**config.mk**
```make
export PLATFORM = sky130hd
export DESIGN_NAME = demux1to4_router
export DESIGN_NICKNAME = d
export VERILOG_FILES = /design/src/rtl/demux1to4_router_pkg.sv /design/src/rtl/demux1to4_router_demux_lane.sv /design/src/rtl/demux1to4_router.sv
export SDC_FILE = /design/constraint.sdc
export NUM_CORES = 1
export LEC_CHECK = 0
export ABC_AREA = 1
export ABC_CLOCK_PERIOD_IN_PS = 1300
export CAP_MARGIN = 5
export CELL_PAD_IN_SITES_DETAIL_PLACEMENT = 2
export CELL_PAD_IN_SITES_GLOBAL_PLACEMENT = 2
export CORE_UTILIZATION = 24
export CTS_CLUSTER_DIAMETER = 120
export DETAILED_ROUTE_END_ITERATION = 12
export PLACE_DENSITY_LB_ADDON = 0.1
export SLEW_MARGIN = 20
export SYNTH_ARGS = -nofsm -noshare
export SYNTH_HDL_FRONTEND = slang
export SYNTH_HIERARCHICAL = 1
export SYNTH_SLANG_ARGS = --single-unit
```
**constraint.sdc**
```tcl
create_clock -name clk -period 1.3 [get_ports clk]
set_input_delay 0.325 -clock clk [delete_from_list [all_inputs] [get_ports clk]]
set_output_delay 0.325 -clock clk [all_outputs]
set_load 0.02 [all_outputs]
```
**src/rtl/demux1to4_router_pkg.sv**
```systemverilog
// rtl/demux1to4_router_pkg.sv - shared lane count, select width, lane state and counter width defaults.
package demux1to4_router_pkg;

  localparam int NUM_LANES     = 4;
  localparam int SEL_W         = 2;
  localparam int CNT_W_DEFAULT = 16;

  typedef enum logic {
    LANE_EMPTY = 1'b0,
    LANE_FULL  = 1'b1
  } lane_state_t;

endpackage

```
**src/rtl/demux1to4_router_demux_lane.sv**
```systemverilog
// rtl/demux1to4_router_demux_lane.sv - one-entry lane holding register with drain/accept FSM.
// Per-lane saturating handshake counter present only when ROUTER_STATS_EN is defined.
module demux_lane
  import demux1to4_router_pkg::*;
#(
  parameter int WIDTH = 32,
  parameter int CNT_W = CNT_W_DEFAULT
) (
  input  logic             clk,
  input  logic             rst,
  input  logic             flush,
  input  logic             accept,
  input  logic [WIDTH-1:0] in_data,
  input  logic             out_ready,
  output logic [WIDTH-1:0] out_data,
  output logic             out_valid
`ifdef ROUTER_STATS_EN
  ,
  output logic [CNT_W-1:0] cnt
`endif
);

  lane_state_t state_q, state_d;

  always_ff @(posedge clk or posedge rst) begin
    if (rst) state_q <= LANE_EMPTY;
    else     state_q <= state_d;
  end

  // accept never coincides with flush because in_ready is forced low during flush
  always_comb begin
    state_d = state_q;
    case (state_q)
      LANE_EMPTY: if (accept) state_d = LANE_FULL;
      LANE_FULL:  if (!accept && out_ready) state_d = LANE_EMPTY;
      default:    state_d = LANE_EMPTY;
    endcase
    if (flush) state_d = LANE_EMPTY;
  end

  always_ff @(posedge clk or posedge rst) begin
    if (rst)         out_data <= '0;
    else if (accept) out_data <= in_data;
  end

  assign out_valid = (state_q == LANE_FULL);

`ifdef ROUTER_STATS_EN
  always_ff @(posedge clk or posedge rst) begin
    if (rst)                                         cnt <= '0;
    else if (out_valid && out_ready && (cnt != '1)) cnt <= cnt + 1'b1;
  end
`endif

endmodule

```
**src/rtl/demux1to4_router.sv**
```systemverilog
// rtl/demux1to4_router.sv - registered 1-to-4 valid/ready demultiplexer; select decode and in_ready only.
// Optional per-lane transfer counters cnt0..cnt3 under ROUTER_STATS_EN.
module demux1to4_router
  import demux1to4_router_pkg::*;
#(
  parameter int WIDTH = 32,
  parameter int CNT_W = CNT_W_DEFAULT
) (
  input  logic                 clk,
  input  logic                 rst,
  input  logic                 flush,
  input  logic [WIDTH-1:0]     in_data,
  input  logic [SEL_W-1:0]     in_sel,
  input  logic                 in_valid,
  output logic                 in_ready,
  output logic [WIDTH-1:0]     out_data0,
  output logic [WIDTH-1:0]     out_data1,
  output logic [WIDTH-1:0]     out_data2,
  output logic [WIDTH-1:0]     out_data3,
  output logic [NUM_LANES-1:0] out_valid,
  input  logic [NUM_LANES-1:0] out_ready
`ifdef ROUTER_STATS_EN
  ,
  output logic [CNT_W-1:0]     cnt0,
  output logic [CNT_W-1:0]     cnt1,
  output logic [CNT_W-1:0]     cnt2,
  output logic [CNT_W-1:0]     cnt3
`endif
);

  logic                 accept;
  logic [NUM_LANES-1:0] lane_accept;
  logic [WIDTH-1:0]     lane_data [NUM_LANES];
`ifdef ROUTER_STATS_EN
  logic [CNT_W-1:0]     lane_cnt  [NUM_LANES];
`endif

  // ready depends only on registered lane state of the presented select, never on in_valid
  assign in_ready = ~flush & (~out_valid[in_sel] | out_ready[in_sel]);
  assign accept   = in_valid & in_ready;

  for (genvar g = 0; g < NUM_LANES; g++) begin : g_lane
    assign lane_accept[g] = accept & (in_sel == SEL_W'(g));

    demux_lane #(
      .WIDTH (WIDTH),
      .CNT_W (CNT_W)
    ) u_lane (
      .clk       (clk),
      .rst       (rst),
      .flush     (flush),
      .accept    (lane_accept[g]),
      .in_data   (in_data),
      .out_ready (out_ready[g]),
      .out_data  (lane_data[g]),
      .out_valid (out_valid[g])
`ifdef ROUTER_STATS_EN
      ,
      .cnt       (lane_cnt[g])
`endif
    );
  end

  assign out_data0 = lane_data[0];
  assign out_data1 = lane_data[1];
  assign out_data2 = lane_data[2];
  assign out_data3 = lane_data[3];

`ifdef ROUTER_STATS_EN
  assign cnt0 = lane_cnt[0];
  assign cnt1 = lane_cnt[1];
  assign cnt2 = lane_cnt[2];
  assign cnt3 = lane_cnt[3];
`endif

endmodule

```
Yosys cells after proc, flatten, opt, wreduce, memory -nomap -nowiden
Cells that the tools add are included.
- mux-type cells: 20
- equal/unequal tests: 3
- $lt $le $gt $ge: 1
- reduce and logical (&&, ||, !) cells: 9
- bitwise operators: 13
- operators by type and width (operator ; number):
    $mux W1 ; 14
    $pmux W1 S2 ; 4
    $and A1 B1 Y1 ; 6
    $not A1 Y1 ; 6
    $bmux W1 S2 ; 2
    $eq A2 B2 Y1 const B ; 2
    $logic_and A1 B1 Y1 ; 4
    $logic_not A1 Y1 ; 4
    $lt A2 B3 Y1 const B ; 1
    $eq A2 B1 Y1 const B ; 1
    $logic_not A2 Y1 ; 1
    $or A1 B1 Y1 ; 1
- input bits: 42
- bits in registers: 132

Depth between registers and ports, before layout
Gate-level depths: netlist of the first run.
- depth after elaboration: 12
- gate-level depth with buffers: 14

Hierarchy
The synthesis of the first run kept the hierarchy.
- modules (own cells, without submodules) (module ; area an instance (µm²) ; cells each ; instances):
    demux_lane ; 1341.3 ; 141 ; 4
    demux1to4_router ; 138.9 ; 32 ; 1

Worst setup path after synthesis of the first run
No wires, ideal clock.
- path type: input-to-reg
- start point: input in_sel[0]
- end point: register g_lane[0].u_lane.out_data[29]
- arrival: 1.363 ns
- required time: 1.185 ns
- setup slack: -0.179 ns
- stages on the path: 13
- cell sequence: buf_6 nor2_1 nand2_1 nand2_1 nor2_1 nand2_1 nand3_2 nor2_1 buf_6 inv_8 buf_12 nand2_2 nand2_2
- word-level cells in the longest chain between the ends: 7
- elaborated cells on any way between the ends: 10
- classes of those cells: 4 x mux; 5 x bitwise; 1 x reduce/logical
- RTL lines (item ; RTL line ; RTL):
    start: declaration ; demux1to4_router.sv:13 ; input logic [SEL_W-1:0] in_sel,
    $bmux W1 S2 ; demux1to4_router.sv:39 ; assign in_ready = ~flush & (~out_valid[in_sel] | out_ready[in_sel]);
    $mux W1 (not written as such) ; demux1to4_router.sv:39 ;
    $not A1 Y1 ; demux1to4_router.sv:39 ;
    $or A1 B1 Y1 ; demux1to4_router.sv:39 ;
    $and A1 B1 Y1 ; demux1to4_router.sv:39 ;
    $and A1 B1 Y1 ; demux1to4_router.sv:40 ; assign accept = in_valid & in_ready;
    $and A1 B1 Y1 (*) ; demux1to4_router.sv:43 ; assign lane_accept[g] = accept & (in_sel == SEL_W'(g));
    net lane_accept[0] ; demux1to4_router.sv:32 ; logic [NUM_LANES-1:0] lane_accept;
    end signal: assignment ; demux1to4_router_demux_lane.sv:43 ; else if (accept) out_data <= in_data;
    end: declaration ; demux1to4_router_demux_lane.sv:15 ; output logic [WIDTH-1:0] out_data,
Mark *: on every way through the listed nets, which the timed path passes. The rest lies on a longest branch. The select of a mux whose other input is x is not followed.
A chain may end at the register's enable or synchronous reset.

Final worst setup path of the first run
- start point: register g_lane[0].u_lane.state_q
- end point: output in_ready
- word-level cells in the longest chain between the ends: 5
- RTL lines (item ; RTL line ; RTL):
    start: declaration ; demux1to4_router_demux_lane.sv:23 ; lane_state_t state_q, state_d;
    start signal: assignment ; demux1to4_router_demux_lane.sv:27 ; else state_q <= state_d;
    $bmux W1 S2 ; demux1to4_router.sv:39 ;
    $mux W1 (not written as such) ; demux1to4_router.sv:39 ;
    $not A1 Y1 ; demux1to4_router.sv:39 ;
    $or A1 B1 Y1 ; demux1to4_router.sv:39 ;
    $and A1 B1 Y1 ; demux1to4_router.sv:39 ;
    end: declaration ; demux1to4_router.sv:15 ; output logic in_ready,
Every way passes these cells. The select of a mux whose other input is x is not followed.

==> results of run 1 <==
[power groups by stage]
| stage | clock network [mW] | registers [mW] | logic [mW] |
|---|---|---|---|
| 3_5_place_dp | 0 | 5.45 | 4.42 |
| 3_3_place_gp | 0 | 5.41 | 4.32 |
| 2_1_floorplan | 0 | 6.38 | 0.855 |
| 6_report | 4.78 | 5.58 | 5.72 |
| 4_1_cts | 4.90 | 5.37 | 3.92 |
| 5_1_grt | 5.11 | 5.66 | 6.07 |
[registers in the layout, summed over array words and instances (netlist names)]
name,flops
g_lane.u_lane/out_valid,4
g_lane.u_lane/out_data,128
[per-layer routing]
| metal | global-route usage [%] | vias to the layer above | routed length (um) |
|---|---|---|---|
| met2 | 33.0 | 129 | 12700 |
| met1 | 21.8 | 2692 | 10200 |
| met5 | 0 | - | 0 |
| met3 | 5.61 | 19 | 1270 |
| li1 | - | 2438 | - |
| met4 | 5.24 | 0 | 256 |
[through the flow]
stage               cell area (um2)  power [mW]
detailed placement             7990        9.87
floorplan                      5540        7.23
finish                        10300        16.1
global placement               7990        9.72
global route                  10300        16.8
CTS                            8520        14.2
[logic make-up (layout without fill, tap and decap cells)]
logic type | count (synthesis) | count (layout) | synth area share, %
AND/OR/NAND/NOR | 414 | 414 | 30.8
flip-flops | 132 | 132 | 60.0
buffers and inverters | 45 | 382 | 8.75
AO/OA/AOI/OAI | 5 | 5 | 0.455
other | 0 | 1 | 0
[critical path, cell delays in order (launching register included)]
cell     delay, ns
dfrtp_2       0.41
nand2_1       0.06
nand2_1       0.06
nand2_1       0.08
nand2_2       0.08
a21oi_2       0.16
buf_6         0.14
[placed cells by master, fill, tap and decap left out]
| master | netlist | routed |
|---|---|---|
| nand3_4 | 0 | 1 |
| nand2_1 | 352 | 243 |
| clkinv_2 | 0 | 3 |
| clkinvlp_4 | 0 | 4 |
| nand2_2 | 52 | 109 |
| clkbuf_8 | 12 | 4 |
| nand2_4 | 0 | 52 |
| diode_2 | 0 | 1 |
| buf_16 | 0 | 2 |
| inv_2 | 1 | 4 |
| clkinv_4 | 0 | 2 |
| buf_6 | 13 | 139 |
| clkdlybuf4s50_1 | 0 | 39 |
| clkinv_16 | 0 | 1 |
| nand3_1 | 3 | 3 |
| bufinv_16 | 0 | 1 |
| inv_4 | 0 | 1 |
| dfrtp_2 | 0 | 4 |
| buf_12 | 4 | 20 |
| nor2_2 | 0 | 1 |
| inv_1 | 11 | 7 |
| nor2_4 | 0 | 5 |
| buf_8 | 0 | 3 |
| inv_6 | 0 | 1 |
| dfrtp_1 | 132 | 128 |
| inv_16 | 0 | 3 |
| dlygate4sd2_1 | 0 | 2 |
| a21oi_2 | 0 | 4 |
| clkbuf_16 | 0 | 23 |
| inv_8 | 4 | 3 |
| a21oi_4 | 0 | 1 |
| buf_4 | 0 | 120 |
[timing repair]
item                       4_1_cts  5_1_grt
gates resized for setup        201      810
buffers inserted                 2       79
setup endpoints to repair      265      265
pin swaps                        7       24
gates cloned                     1        9
[worst min-delay path by stage]
stage | startpoint | depth (start not counted) | end | slack (ns)
detailed placement | g_lane[1].u_lane/out_data[14] | 2 | g_lane[1].u_lane/out_data[14] | 0.46
finish | rst | 3 | g_lane[2].u_lane/out_data[3] | 0.41
global placement | g_lane[1].u_lane/out_data[24] | 2 | g_lane[1].u_lane/out_data[24] | 0.45
CTS | rst | 3 | g_lane[1].u_lane/out_data[9] | 0.40
global route | rst | 3 | g_lane[1].u_lane/out_data[9] | 0.42
floorplan | flush | 1 | g_lane[0].u_lane/out_valid | 0.38
[layout make-up]
| type | count | area share (%) |
|---|---|---|
| timing repair buffer | 331 | 34.3 |
| inverter | 16 | 1.17 |
| tap | 285 | 3.47 |
| sequential | 132 | 32.2 |
| clock inverter | 11 | 0.987 |
| timing repair inverter | 3 | 0.499 |
| multi-input combinational | 419 | 22.6 |
| antenna | 1 | 0.0244 |
| clock buffer | 21 | 4.68 |
==> impl_metrics.toml, run 1 <==
[global_route]
antenna_found_initial = 1
track_usage_pct = 18.7
grt_start_max_net_pins = 34
overflow = 0
grt_pass1_vias = 5656
grt_pass1_wl_mm = 33.0

[synthesis]
yosysTopAreaCellShare_pct = 60.0
synth_nets = 638
yosysWarningCount = 6
post-synth-top-count-cell = "nand2_1"
syn_area_um2 = 5500
async_flop_share_pct = 100
syn_inst = 596
ys_ff_latch = 132
syn_area_per_cell_um2 = 9.23
yosys-top-cells-area = "dfrtp_1, nand2_1, nand2_2, clkbuf_8, buf_6"
yosysSeqAreaShare_pct = 60.0
synth_common_cells = "nand2_1, dfrtp_1, nand2_2"
yosys.area.top_type = "dfrtp_1"
synth_edf_count = 0
synthDistinctLibCells = 13
ys.flop_type = "dfrtp_1"

[power_and_ir_drop]
vdd_drop_max_uv = 868
p_switching_mw = 5.31
clockPowerShare_pct = 29.7
p_leak_nw = 5.25
combPwrFrac_pct = 35.6
p_int_mw = 10.8
switching_share_pct = 33.0
seq_power_share_pct = 34.7
p_per_area_nw_per_um2 = 1570

[sta]
finalClockSkew_ns = 0.00750
worstMarginPinSlew_ns = 0.288
finalSetupTns_ns = -47.10
drv_slew = 0
max_slew_margin_pct = 80.8
hold_viol_final = 0
finalSetupViolations = 158
fin_ws_ns = -0.423
fmax_ghz = 0.581
rsz0062_at_grt = "true"
finalCriticalPeriod_ns = 1.72
period_share_pct = 133
holdWs_ns = 0.408

[placed_design]
place.gp.congestion = 0.791
post-place-ws_ns = -1.08
hpwl_mm = 14.8
port_buffers = 174
dp.cells = 1096

[setup_path]
critical_path.endpoint = "in_ready"
worstSetupPathType = "reg -> out"
cp-end-kind = "output port"
rr_endpoint = "g_lane[3].u_lane/out_data[17]"
rr_startpoint = "g_lane[0].u_lane/out_valid"
worst-r2r-cell-count = 12
crit_required_ns = 0.98
startpoint = "g_lane[0].u_lane/out_valid"
crit_arrival_ns = 1.40
crit_path_max_fanout = 2
critPathLaunchType = "flip-flop"
rrSetupSlack_ns = -0.41

[floorplan]
core_um2 = 22600
pin_count = 175
dieArea_um2 = 23500
num_rows = 55
fp.dieW_um = 153
dieHeight_um = 153
initial_core_util_pct = 24.4

[detailed_routing]
drtIter0Drc = 137
antenna_left = 0
vias_per_cell = 4.33
dr_total_vias = 5278
detail_route.wl_per_cell_um = 20.0
drt-total-wl_mm = 24.4
firstDrtPassIters = 6
drcViolationCount = 0

[finish]
nNetsFinal = 962
final_layout_size_suffix_gt1_share_pct = 54.8
multi_input_area_um2 = 2330
fillers = 2375
syn_to_final_growth_pct = 86.6
final_util_pct = 45.5
fin_cells = 1219
seqCellArea_um2 = 3310

[cts]
cts_tree = "yes"
cts_htree_levels = 4
cts-root-buf = "clkbuf_16"
cts_hold_buf = 0
clk_path_buf_depth = 2
cts.sinks = 132
cts_buffers = 17
clock_latency_ns = 0.42
clk_pin_slew_ns = 0.06

[outcome]
violations = "setup timing"
status = "complete, but fails checks"

[min_path]
min_path_type = "in -> async"

[run]
drv_cap = 0
Note: power is estimated with default switching activity, not from simulation.
==> run 2, diff against run 1 <==
CORE_MARGIN = 3   (was unset)
==> run 2 against run 1 <==
Compared with the run above: the run still ends with setup timing left; largest power group unchanged; die area rose by 5.3%; setup slack got worse by 0.038 ns; sequential share of layout area fell by 1.9 points; total power rose by 2.4%; highest routed layer is now met5.
==> impl_metrics.toml, run 2 (synthesized netlist as in run 1, its figures left out) <==
[power_and_ir_drop]
vdd_drop_max_uv = 848
p_total_mw = 16.5
combPwrFrac_pct = 38.1
p_leak_nw = 5.61
p_per_area_nw_per_um2 = 1510
p_switching_mw = 5.53
seq_power_share_pct = 33.8
switching_share_pct = 33.6
clockPowerShare_pct = 28.2
p_int_mw = 10.9

[global_route]
grt_pass1_wl_mm = 40.2
grt_start_max_net_pins = 21
grt_pass1_vias = 6331
track_usage_pct = 22.4
antenna_found_initial = 1
overflow = 0

[placed_design]
post_dp_cell_area_um2 = 7870
place.gp.congestion = 0.750
post-place-ws_ns = -1.14
hpwl_mm = 14.7
port_buffers = 174

[setup_path]
crit_path_max_fanout = 8
crit_required_ns = 1.60
rrSetupSlack_ns = -0.44
worst-r2r-cell-count = 12
worstSetupPathType = "in -> reg"
cp-end-kind = "flip-flop"
rr_startpoint = "g_lane[0].u_lane/out_valid"
crit_arrival_ns = 2.06
critPathLaunchType = "input port"
rr_endpoint = "g_lane[0].u_lane/out_data[15]"
critical_path.endpoint = "g_lane[0].u_lane/out_data[15]"
startpoint = "out_ready[3]"

[run]
drv_cap = 0

[cts]
clk_pin_slew_ns = 0.06
cts.sinks = 132
cts-root-buf = "clkbuf_16"
clk_path_buf_depth = 2
cts_tree = "yes"
cts_htree_levels = 4
cts_buffers = 17
clock_latency_ns = 0.42

[sta]
finalClockSkew_ns = 0.00864
finalSetupTns_ns = -51.74
drv_slew = 0
finalCriticalPeriod_ns = 1.76
worstMarginPinSlew_ns = 0.376
rsz0062_at_grt = "true"
period_share_pct = 135
finalSetupViolations = 148
fmax_ghz = 0.568
max_slew_margin_pct = 74.8
fin_ws_ns = -0.461
hold_viol_final = 0

[floorplan]
initial_core_util_pct = 24.8
core_um2 = 22200
num_rows = 54
dieArea_um2 = 24800
dieHeight_um = 157
pin_count = 175
fp.dieW_um = 157

[finish]
final_common_cell = "nand2_1"
final_util_pct = 49.2
syn_to_final_growth_pct = 98.0
final_layout_size_suffix_gt1_share_pct = 60.6
nNetsFinal = 1017
final_cell_mix = "nand2_1, buf_4, nand2_2"
n_antenna_cell = 0
largest_register_ffs = 128
largest-register = "g_lane.u_lane/out_data"
design_area_um2 = 10900

[detailed_routing]
dr_total_vias = 5625
detail_route.wl_per_cell_um = 22.7
drtIter0Drc = 137
antenna_left = 0
firstDrtPassIters = 4
vias_per_cell = 4.44
drt-total-wl_mm = 28.8
drcViolationCount = 0

[outcome]
status = "complete, but fails checks"
violations = "setup timing"

[min_path]
min_path_type = "in -> async"
-- run 2: changes by cell type in the layout (fill, tap and decap cells not counted), sizes merged --
cell,previous run,this run
inv,19,28
dlygate4sd2,2,0
clkinvlp,4,3
diode,1,0
buf,284,337
clkdlybuf4s15,0,1
clkbuf,27,21
clkinv,6,7
-- run 2: area by class of cell --
cell class                 count  area [um2]
fill                        2255       11300
clock inverter                12         108
inverter                      16         128
multi-input combinational    419        2360
timing repair inverter        11         209
tap                          280         350
timing repair buffer         378        3990
sequential                   132        3310
clock buffer                  20         447
-- run 2: metal layers --
layer	global-route usage [%]	vias to the layer above	wire length (um)
met5	0	-	13
met4	6.24	2	354
met3	5.31	29	1250
met2	40.1	139	15700
met1	26.8	2902	11400
li1	-	2553	-
-- run 2: repair_timing --
| item | in CTS | in global routing |
|---|---|---|
| hold buffers | 0 | 0 |
| pin swaps | 56 | 31 |
| gates resized for setup | 956 | 115 |
| setup endpoints to repair | 265 | 262 |
| gates cloned | 21 | 0 |
| buffers inserted | 77 | 62 |
-- run 2: power groups by stage --
stage	registers (mW)	logic, mW	clock network, mW
CTS	5.53	5.43	4.72
global route	5.64	6.66	4.94
finish	5.56	6.27	4.63
global placement	5.43	4.30	0
detailed placement	5.46	4.43	0
floorplan	6.38	0.855	0
-- run 2: per-stage QoR --
step                hold WS, ns  instances
finish                    0.323       1268
global route              0.334       1268
CTS                       0.294       1211
detailed placement        0.462       1084
global placement          0.454       1084
floorplan                 0.384        596
-- run 2: worst min-delay path by stage --
stage	start	endpoint	slack, ns	depth (start not counted)
3_3_place_gp	g_lane[3].u_lane/out_data[24]	g_lane[3].u_lane/out_data[24]	0.45	2
3_5_place_dp	g_lane[0].u_lane/out_data[13]	g_lane[0].u_lane/out_data[13]	0.46	2
4_1_cts	rst	g_lane[3].u_lane/out_data[5]	0.29	2
5_1_grt	rst	g_lane[3].u_lane/out_data[5]	0.33	2
6_report	rst	g_lane[3].u_lane/out_data[5]	0.32	2
2_1_floorplan	flush	g_lane[0].u_lane/out_valid	0.38	1
-- run 2: critical path: stages --
cell	delay (ns)
clkdlybuf4s50_1	0.51
nand3_1	0.13
nand2_2	0.12
nor2_4	0.05
nand2_2	0.09
nand3_4	0.14
nor2_4	0.14
buf_12	0.15
buf_16	0.17
inv_16	0.07
nand2_2	0.08
nand2_1	0.08
==> run 3, diff against run 2 <==
==> constraint.sdc (replaced) <==
create_clock -name clk -period 1.3 [get_ports clk]
set_input_delay 0.26 -clock clk [delete_from_list [all_inputs] [get_ports clk]]
set_output_delay 0.26 -clock clk [all_outputs]
set_load 0.02 [all_outputs]
==> run 3 against run 2 <==
Compared with the run above: the run still ends with setup timing left; critical path depth decreased by 1; final cell count fell by 13%; design area is 24% lower; highest routed layer is now met4; setup slack improved by 0.13 ns; core utilization decreased by 12 points; register-to-register slack gained 0.11 ns.
==> impl_metrics.toml, run 3 (synthesized netlist as in run 1, its figures left out) <==
[cts]
cts.sinks = 132
cts-root-buf = "clkbuf_16"
cts_htree_levels = 4
clk_path_buf_depth = 2
clock_latency_ns = 0.41
cts_tree = "yes"
clk_pin_slew_ns = 0.06
cts_buffers = 17

[setup_path]
critPathMaxStageDelay_ns = 0.42
crit_arrival_ns = 1.98
rrSetupSlack_ns = -0.33
critPathLaunchType = "flip-flop"
rr_endpoint = "g_lane[1].u_lane/out_data[16]"
rr_startpoint = "g_lane[0].u_lane/out_valid"
cp_slowest_cell = "dfrtp_2"
crit_path_max_fanout = 6
crit_required_ns = 1.65
worst_path_most_repeated_cell = "nand2_2"
crit_buf_inv = 2
worst-r2r-cell-count = 11
cp_top_family = "simple AND/OR/NAND/NOR gates"
cp-end-kind = "flip-flop"
cp_cell_sequence = "nand2_2, nand2_1, nand2_1, nand2_2, nand2_2, nand3_4, nor2_4, buf_12, clkbuf_16, nand2_2, nand2_1"
worstSetupPathType = "reg -> reg"

[finish]
final_layout_size_suffix_gt1_share_pct = 43.7
syn_to_final_growth_pct = 50.0
largest_register_ffs = 128
fin_cells = 1100
design_area_um2 = 8260
final_util_pct = 37.3
largest-register = "g_lane.u_lane/out_data"
nNetsFinal = 848
final_cell_mix = "nand2_1, dfrtp_1, buf_2"
fillers = 2454
final_common_cell = "nand2_1"

[floorplan]
core_um2 = 22200
dieHeight_um = 157
pin_count = 175
dieArea_um2 = 24800
fp.dieW_um = 157
initial_core_util_pct = 24.8
num_rows = 54

[placed_design]
dp.cells = 1053
hpwl_mm = 14.3
post-place-ws_ns = -0.977
port_buffers = 174
place.gp.congestion = 0.771
post_dp_cell_area_um2 = 7640

[sta]
finalClockSkew_ns = 0.00795
max_slew_margin_pct = 79.8
worstMarginPinSlew_ns = 0.302
fmax_ghz = 0.615
rsz0062_at_grt = "true"
fin_ws_ns = -0.327
period_share_pct = 125
hold_viol_final = 0
drv_slew = 0
finalSetupViolations = 137
finalCriticalPeriod_ns = 1.63

[run]
drv_cap = 0

[detailed_routing]
firstDrtPassIters = 4
antenna_left = 0
route.met3.wl_mm = 1.21
vias_per_cell = 4.31
detail_route.wl_per_cell_um = 19.6
drt-met1-wl_mm = 8.96
drtIter0Drc = 109
drcViolationCount = 0
dr_wl_met2_mm = 11.1
drt-total-wl_mm = 21.5
routed.top_layer = "met4"
dr_total_vias = 4742

[min_path]
min_path_type = "in -> async"

[outcome]
violations = "setup timing"
status = "complete, but fails checks"

[global_route]
grt_start_max_net_pins = 24
grt_pass1_wl_mm = 33.2
antenna_found_initial = 1
track_usage_pct = 17.9
overflow = 0
grt_pass1_vias = 5538

[power_and_ir_drop]
p_per_area_nw_per_um2 = 1720
p_leak_nw = 4.46
vdd_drop_max_uv = 814
[run 3: cell types whose count changed in the layout (fill, tap and decap cells not counted), sizes merged]
cell and change:
buf -166, bufinv +4, clkbuf +4, clkdlybuf4s15 -1, clkinv -3, clkinvlp -3
diode +1, dlygate4sd2 +2, inv -6
[run 3: timing repair]
action / CTS / global route
gates cloned: 6 / 2
hold buffers: 0 / 0
resized for setup: 616 / 79
endpoints found under the setup margin: 265 / 138
pin swaps: 24 / 32
buffers inserted: 3 / 4
[run 3: how the worst max path moves through the flow]
stage                                     startpoint                       endpoint  slack, ns  cells after the start
final                     g_lane[0].u_lane/out_valid  g_lane[1].u_lane/out_data[16]      -0.33                     11
after global routing      g_lane[2].u_lane/out_valid  g_lane[2].u_lane/out_data[27]      -0.44                     11
after CTS                 g_lane[2].u_lane/out_valid                       in_ready      -0.35                      6
after detailed placement                   in_sel[0]  g_lane[2].u_lane/out_data[14]      -0.98                     13
after global placement                     in_sel[0]                       in_ready      -0.88                      8
after floorplan           g_lane[3].u_lane/out_valid  g_lane[0].u_lane/out_data[29]      -0.15                     12
[run 3: metrics by stage]
step | total power [mW] | TNS [ns] | hold slack [ns]
detailed placement | 9.56 | -125.05 | 0.461
finish | 14.2 | -37.48 | 0.256
floorplan | 7.22 | -17.37 | 0.319
global placement | 9.41 | -111.38 | 0.454
global route | 15.0 | -51.58 | 0.253
CTS | 14.4 | -41.36 | 0.235
[run 3: routing by layer]
layer / vias to the layer above / track usage [%]
li1: 2204 / -
met4: 0 / 4.75
met3: 16 / 4.95
met5: - / 0
met1: 2398 / 22.1
met2: 124 / 30.9
[run 3: layout make-up]
class,count,area [um2],share of cell area (%)
timing repair buffer,214,1670,20.2
sequential,132,3310,40.1
clock inverter,9,174,2.11
timing repair inverter,6,100,1.21
multi-input combinational,419,2050,24.9
clock buffer,23,478,5.79
inverter,16,125,1.52
tap,280,350,4.24
antenna,1,2.50,0.0303
[run 3: power by group]
part | total (mW) | switching, mW | leakage [nW] | internal (mW)
Clock | 5.33 | 1.77 | 0.321 | 3.55
Sequential | 5.44 | 0.543 | 1.66 | 4.89
Combinational | 3.45 | 2.24 | 2.48 | 1.21
